--- config.mk ---
export PLATFORM = sky130hd
export DESIGN_NAME = ksa_sub_serial
export DESIGN_NICKNAME = d
export VERILOG_FILES = /design/src/rtl/ksa_sub_serial.sv
export SDC_FILE = /design/constraint.sdc
export NUM_CORES = 1
export LEC_CHECK = 0
export BUFFER_PORTS_ARGS = -buffer_cell sky130_fd_sc_hd__buf_2
export CORE_MARGIN = 2
export CORE_UTILIZATION = 30
export CTS_CLUSTER_SIZE = 30
export DETAILED_ROUTE_END_ITERATION = 6
export PLACE_DENSITY = 0.57
export SYNTH_ARGS = -nofsm -noshare
export SYNTH_HDL_FRONTEND = slang
export SYNTH_SLANG_ARGS = --single-unit
--- constraint.sdc ---
create_clock -name clk -period 2.8 [get_ports clk]
set_input_delay 0.14 -clock clk [delete_from_list [all_inputs] [get_ports clk]]
set_output_delay 0.14 -clock clk [all_outputs]
set_load 0.01 [all_outputs]
--- src/rtl/ksa_sub_serial.sv ---
`default_nettype none
// ============================================================================
//  Module      : ksa_sub_serial
//  Description : Nibble-serial subtractor, a - b - bin over WIDTH bits, one
//                4-bit digit per clock (LSB first), valid/ready on both sides.
//  Revision    : 1.0 - initial release
// ============================================================================
module ksa_sub_serial #(
    parameter int WIDTH = 16
) (
    input  logic             clk,
    input  logic             rst_n,
    input  logic             in_valid,
    output logic             in_ready,
    input  logic [WIDTH-1:0] a,
    input  logic [WIDTH-1:0] b,
    input  logic             bin,
    output logic             out_valid,
    input  logic             out_ready,
    output logic [WIDTH-1:0] diff,
    output logic             bout,
    output logic             ovf,
    output logic             zero
);

    localparam int C_N  = WIDTH / 4;
    localparam int C_CW = (C_N > 1) ? $clog2(C_N) : 1;
    localparam logic [C_CW-1:0] C_LAST = C_CW'(C_N - 1);

    typedef enum logic [1:0] {
        S_IDLE = 2'd0,
        S_RUN  = 2'd1,
        S_DONE = 2'd2
    } state_t;

    state_t            r_state;
    state_t            w_state_nxt;

    logic [WIDTH-1:0]  r_a;
    logic [WIDTH-1:0]  r_b;
    logic [WIDTH-1:0]  r_diff;
    logic              r_carry;
    logic [C_CW-1:0]   r_cnt;

    logic              w_accept;
    logic              w_last;
    logic [C_CW+1:0]   w_shift;
    logic [WIDTH-1:0]  w_a_sh;
    logic [WIDTH-1:0]  w_b_sh;
    logic [3:0]        w_a_nib;
    logic [3:0]        w_b_nib;
    logic [4:0]        w_sum;

    // Current digit: bit offset is 4*k, and the slice adds a + ~b + carry.
    assign w_shift  = {r_cnt, 2'b00};
    assign w_a_sh   = r_a >> w_shift;
    assign w_b_sh   = r_b >> w_shift;
    assign w_a_nib  = w_a_sh[3:0];
    assign w_b_nib  = w_b_sh[3:0];
    assign w_sum    = {1'b0, w_a_nib} + {1'b0, ~w_b_nib} + {4'b0000, r_carry};
    assign w_last   = (r_cnt == C_LAST);
    assign w_accept = in_valid & in_ready;

    // State register
    always_ff @(posedge clk) begin
        if (!rst_n) begin
            r_state <= S_IDLE;
        end else begin
            r_state <= w_state_nxt;
        end
    end

    // Next-state decode and handshake outputs (state-only decode)
    always_comb begin
        w_state_nxt = r_state;
        in_ready    = 1'b0;
        out_valid   = 1'b0;
        case (r_state)
            S_IDLE: begin
                in_ready = 1'b1;
                if (in_valid) begin
                    w_state_nxt = S_RUN;
                end
            end
            S_RUN: begin
                if (w_last) begin
                    w_state_nxt = S_DONE;
                end
            end
            S_DONE: begin
                out_valid = 1'b1;
                if (out_ready) begin
                    w_state_nxt = S_IDLE;
                end
            end
            default: begin
                w_state_nxt = S_IDLE;
            end
        endcase
    end

    // Operand capture and digit-serial datapath
    always_ff @(posedge clk) begin
        if (!rst_n) begin
            r_a     <= '0;
            r_b     <= '0;
            r_diff  <= '0;
            r_carry <= 1'b0;
            r_cnt   <= '0;
        end else if (w_accept) begin
            r_a     <= a;
            r_b     <= b;
            r_diff  <= '0;
            r_carry <= ~bin;
            r_cnt   <= '0;
        end else if (r_state == S_RUN) begin
            // diff was cleared on accept, so OR-ing the new digit in is exact
            r_diff  <= r_diff | (WIDTH'(w_sum[3:0]) << w_shift);
            r_carry <= w_sum[4];
            if (!w_last) begin
                r_cnt <= r_cnt + 1'b1;
            end
        end
    end

    // Result and flags; flags are qualified so they read 0 outside DONE
    assign diff = r_diff;
    assign bout = out_valid & ~r_carry;
    assign ovf  = out_valid & (r_a[WIDTH-1] ^ r_b[WIDTH-1]) & (r_diff[WIDTH-1] ^ r_a[WIDTH-1]);
    assign zero = out_valid & (r_diff == '0);

endmodule
`default_nettype wire

Word level (Yosys, flattened, before mapping)
Cells that the tools add are included.
{"block": "word_totals", "out_inout_bits": 21, "elab_cells": 45, "ff_bits": 53, "memories": 0, "ram_bits": 0, "latchBits": 0, "mem_bits_ro": 0}
{"block": "classes", "reduce_logical": 6, "order_cmp": 0, "addsub": 3, "n_shift": 3, "div_mod_pow": 0, "mux": 8, "n_mul": 0, "n_bitwise": 13, "n_eq_ne": 6}
{"operator": "16-bit by 4-bit right shift with 4-bit output", "count": 2}
{"operator": "16-bit logical NOT", "count": 1}
{"operator": "16-bit OR", "count": 1}
{"operator": "4-bit by 4-bit left shift with 16-bit output", "count": 1}
{"operator": "2-bit 2-to-1 mux", "count": 3}
{"operator": "2-bit inequality test (second input constant)", "count": 3}
{"operator": "2-bit one-hot mux with 3 select lines", "count": 1}
{"operator": "4-bit by 4-bit adder with 5-bit output", "count": 1}
{"operator": "5-bit by 1-bit adder with 5-bit output", "count": 1}
{"operator": "1-bit AND", "count": 5}
{"operator": "2-bit == test (second input constant)", "count": 2}
{"operator": "1-bit 2-to-1 mux", "count": 4}
{"operator": "1-bit inverter", "count": 4}
{"operator": "4-bit inverter", "count": 1}
{"operator": "3-bit AND reduction", "count": 1}
{"operator": "2-bit by 1-bit adder with 2-bit output (second input constant)", "count": 1}
{"operator": "2-bit by 1-bit == test with 1-bit output (second input constant)", "count": 1}
{"operator": "2-bit logical NOT", "count": 1}
{"operator": "2-bit AND reduction", "count": 1}
{"operator": "2-bit nonzero test", "count": 1}
{"operator": "2-bit OR reduction", "count": 1}
{"operator": "1-bit XOR", "count": 2}

Logic depth before layout (Yosys ltp)
{"block": "logic_depth", "ltp_word": 6, "mapped_depth": 9, "ltp_nobuf": 8}

Least setup slack after synthesis
No wires, ideal clock.
{"block": "synth_timing", "path_kind": "reg2reg", "from": "reg r_cnt[0]", "to": "reg r_carry", "n_path_buf": 2, "t_required_ps": 2742, "setup_slack_ps": 198, "stages_incl_launch_ff": 10, "setup_ps": 58, "t_arrival_ps": 2544, "path_cell_list": "dfxtp_1 buf_6 buf_2 mux4_2 fa_1 fa_1 nor2b_1 o21ai_0 a221oi_1 o21a_1"}
{"block": "synth_between", "elab_chain_len": 6}
{"item": "start, declared", "line": "43", "text": "logic [C_CW-1:0] r_cnt;"}
{"item": "start signal, assigned", "line": "121", "text": "r_cnt <= r_cnt + 1'b1;"}
{"item": "16-bit by 4-bit right shift with 4-bit output", "line": "57", "text": "assign w_b_sh = r_b >> w_shift;"}
{"item": "4-bit inverter", "line": "60", "text": "assign w_sum = {1'b0, w_a_nib} + {1'b0, ~w_b_nib} + {4'b0000, r_carry};"}
{"item": "4-bit by 4-bit adder with 5-bit output (*)", "line": "60"}
{"item": "5-bit by 1-bit adder with 5-bit output (*)", "line": "60"}
{"item": "1-bit 2-to-1 mux (*)", "line": "116", "text": "end else if (r_state == S_RUN) begin"}
{"item": "1-bit 2-to-1 mux (*)", "line": "110", "text": "end else if (w_accept) begin"}
{"item": "end signal, assigned", "line": "114", "text": "r_carry <= ~bin;"}
{"item": "end signal, assigned", "line": "119", "text": "r_carry <= w_sum[4];"}
{"item": "end, declared", "line": "42", "text": "logic r_carry;"}
Every way passes the cells marked *; elsewhere a longest branch is shown, timed or not. The select of a mux whose other input is x is not followed.
A chain may end at the register's enable or synchronous reset.

Worst setup path after layout
{"block": "layout_timing", "from": "reg r_cnt[0]", "to": "reg r_diff[3], in the netlist diff[3]"}
{"block": "layout_between", "elab_chain_len": 6}
{"item": "16-bit by 4-bit right shift with 4-bit output", "line": "57"}
{"item": "4-bit inverter", "line": "60"}
{"item": "4-bit by 4-bit adder with 5-bit output", "line": "60"}
{"item": "5-bit by 1-bit adder with 5-bit output", "line": "60"}
{"item": "4-bit by 4-bit left shift with 16-bit output (*)", "line": "118", "text": "r_diff <= r_diff | (WIDTH'(w_sum[3:0]) << w_shift);"}
{"item": "16-bit OR (*)", "line": "118"}
{"item": "end signal, assigned", "line": "118"}
{"item": "end, declared", "line": "41", "text": "logic [WIDTH-1:0] r_diff;"}
Every way passes the cells marked *; elsewhere a longest branch is shown, timed or not.

==> results.txt <==
The flow ran to the end, and the final reports show no timing, DRC or antenna violations. The worst register-to-register path has a depth of 7. Tracing the worst setup path back leads to its startpoint at r_cnt[0]$_SDFFE_PP0P_. Based on the critical path, the design can be clocked at up to 0.402 GHz.

Clock latency on the worst-skew pair, taken at its later pin, is 310 ps. The worst setup path is captured at a register. The worst hold path belongs to the class in2reg. Setup repair after global routing left no endpoint under its margin. For this design the top-level I/O count stands at 58.

The tools report the launch instance of the worst register-to-register path as r_cnt[0]$_SDFFE_PP0P_. After detailed routing, the average wire length per cell comes to 12.9 µm. The logs give 0 for the overflow left after global routing and 0.832 for the weighted congestion at the end of routability-driven global placement.

The worst setup path is launched from a register. Once detailed placement completed, the half-perimeter wirelength came to 4300 µm. Maximum clock insertion buffer count: 2. In this run switching power makes up 28.0% of total power. After clock tree synthesis, the setup repair step added 0 buffers. The post-synthesis async set-or-reset flop share was 0%; the power density of the placed cells was 530 mW/mm². Post-route non-filler standard cell count: 439. The final-report setup violation count is 0. The tools report the buffer cell driving the clock tree root as sky130_fd_sc_hd__clkbuf_8. The internal portion of the total power is 1.08 mW.

The run gives 431 as the number of placed cells counting well taps. For this configuration, the core starts out at a cell density of 30.7%. Relative to the synthesized area, the layout overhead comes to 20.2%. Among all cell types in the netlist, the one instantiated most often is sky130_fd_sc_hd__nand2_1. Summing the sequential cell areas from Yosys gives 45.2% of the chip area. The kind of critical path is reg2reg.

Of the cells placed in the final design, the portion with a size suffix greater than 1 is 22.8%. STA puts the critical path data required time at 3030 ps. The number of enable-type register cells in the synthesized netlist is 0. The post-synthesis cell count was 281; the remaining antenna violation count after routing was 0.

After synthesis, the most frequently instantiated cells are sky130_fd_sc_hd__nand2_1, sky130_fd_sc_hd__dfxtp_1, sky130_fd_sc_hd__a21oi_1, sky130_fd_sc_hd__nor2_1, sky130_fd_sc_hd__inv_1. TritonCTS built the clock tree. The number of placement rows is 32. The tools report the yosys synthesis warning count as 0. The tool flagged a number of max-cap violations equal to 0. The tools report the area of the core region as 0.00765 mm². The transition time at the pin with the least slew margin is 612 ps, and the number of fillers in the final layout is 831.

The net count of the finished layout is 379. Traced cell by cell, the critical path runs through buf_4 -> mux4_1 -> ha_1 -> nand2_1 -> o21a_1 -> or3_1 -> a31oi_2. The worst endpoint data arrival time was 2720 ps.

CTS built an H-tree with a depth of 2. The run gives 29.0% as the clock share of power. Sorting the synthesized cells by area gives the leading types as sky130_fd_sc_hd__dfxtp_1, sky130_fd_sc_hd__nand2_1, sky130_fd_sc_hd__a21oi_1. The count of pins over their slew limit was 0. Final count of hold timing violations: 0. The share of total power in sequential cells came out at 54.7%. The width of the die was 92.4 µm. The smallest clock period supported by the final layout is computed as 2490 ps. The count of unresolved DRC violations after routing is 0. For this design, the CTS-stage hold fixing added 0 buffers. The number of antenna violations at the first check in global routing was 0; the number of clock buffers inserted by TritonCTS was 5. Entering global routing, the biggest net connects 35 pins.

The slowest stage of the critical path is the sky130_fd_sc_hd__mux4_1 cell. The first global-routing pass estimated 9340 µm of wire. The die is 92.4 µm tall.

The share of synthesized area in the top cell type comes to 45.2%. The count of buffers inserted at the top-level ports was 57; the area of the mapped netlist was 0.00235 mm². The synthesized design spends more area on one cell type than any other, namely sky130_fd_sc_hd__dfxtp_1. The worst min-delay path startpoint is a[2]. The floorplan step defined a die boundary enclosing 0.00854 mm². The first routing iteration left 116 violations. Setup total negative slack on the finished layout was measured at 0 ps.

When the netlist entered floorplanning its net count stood at 324. For the total routing usage reported by global routing, the log shows 13.8%. The detailed-route vias per instance came out at 4.70. In this design, the stage delay of the slowest critical-path cell is 600 ps. Across the routed clock network, the largest skew measured is 4.70 ps.

Summed over all layers, the routed wires come to 5650 µm. Number of library cell types mapped by synthesis: 34. The cell count of the worst hold path is 3, and the flip-flop and latch count after synthesis is 53.

For this run, the leading register cell type out of synthesis is sky130_fd_sc_hd__dfxtp_1. VDD sags by at most 167 µV. For the relative slew slack, the log shows 59.1%. Clock tree synthesis found a total of 53 sinks. The pre-antenna-repair detailed-routing pass consisted of 5 iterations. 0 antenna diodes ended up in the layout. After clock tree synthesis, the repair step resized 0 gates. The largest fanout on the critical path was 8. The per-instance average area after synthesis came out at 8.35 µm². Of the available clock period, the critical path in the final layout requires 88.9%.

Summed over all nets, the switching power comes to 419 µW. The detailed router placed 2064 vias in this run. In this run, the combinational gates consume 16.4% of the power. The tools report the via count of the first global-routing pass as 1954. The analysis attributes to cell leakage a power of 1.19 nW. The clock-pin slew reported for the worst setup and hold paths after clock tree synthesis was 100 ps.
placed cells by master, fill, tap and decap left out, drive strengths merged, types with 3 or more instances in the layout:
cell type and n:
ha 4, clkbuf 6, nand3 5, dfxtp 53, nor4 3, inv 12
buf 63, nand2 69, or3 4, mux4 8, nor2 38, a21oi 40
a31oi 4
metrics by stage:
stage	utilization, %	hold WS [ps]	setup WS [ps]	total power [mW]	cell area, µm²
5_1_grt	36.9	64.1	111	1.57	2820
2_1_floorplan	-	258	198	0.998	2350
3_5_place_dp	35.7	388	322	1.08	2730
3_3_place_gp	35.7	385	391	1.08	2730
6_report	36.9	59.6	310	1.50	2820
4_1_cts	36.9	53.5	294	1.51	2820
logic make-up (layout without fill, tap and decap cells):
group,count (synthesis),count (layout),share of synthesized area (%)
adders and majority gates,6,6,3.84
xor gates and xnor gates,2,2,0.747
DFF,53,53,45.2
muxes,8,8,8.16
and+or+nand+nor,134,134,25.0
buffers and inverters,27,83,4.96
AOI/OAI and AO/OA,51,51,12.1
area by class of cell:
cell class	instances	area, µm²	share of cell area, %
clock buffers	6	72.6	2.57
clock inverters	2	13.8	0.488
inverters	12	45.0	1.60
multi-input cells	201	1170	41.5
flip-flops and latches	53	1060	37.6
well taps	102	128	4.53
repair buffers	63	330	11.7
flip-flops by register name, summed over array words and instances (netlist names):
name and flops:
diff 16, r_a 16, r_b 16, r_carry 1
r_cnt 2, r_state 2
metal layers:
metal  track usage, %  wire, µm  share of wire, %  up-vias
met4             4.48        80               1.4        0
met2             22.5      2580                46       41
met5                0         0                 0        -
met1             18.4      2780                49      954
met3             2.44       210               3.7        7
li1                 -         -                 -     1062
power groups by stage:
| stage | clock (mW) | combinational, mW | sequential, mW |
|---|---|---|---|
| after detailed placement | 0 | 0.247 | 0.835 |
| after global placement | 0 | 0.241 | 0.835 |
| after floorplan | 0 | 0.172 | 0.826 |
| final | 0.433 | 0.245 | 0.817 |
| after CTS | 0.443 | 0.247 | 0.818 |
| after global routing | 0.473 | 0.277 | 0.823 |
worst paths after layout:
kind / to / slack, ps
max reg2reg: diff[3]$_SDFFE_PP0P_ / 310
max: diff[3]$_SDFFE_PP0P_ / 310
min reg2reg: r_b[1]$_SDFFE_PN0P_ / 460
min: r_a[2]$_SDFFE_PN0P_ / 60
critical path: cells and delay by family, from the launching register on:
family                     cells  cell delay [ps]
and+or+nand+nor                2              450
muxes                          1              600
AOI/OAI and AO/OA              2              430
adders and majority gates      1              310
DFF                            1              430
buffers and inverters          1              200
Note: power is estimated with default switching activity, not from simulation.
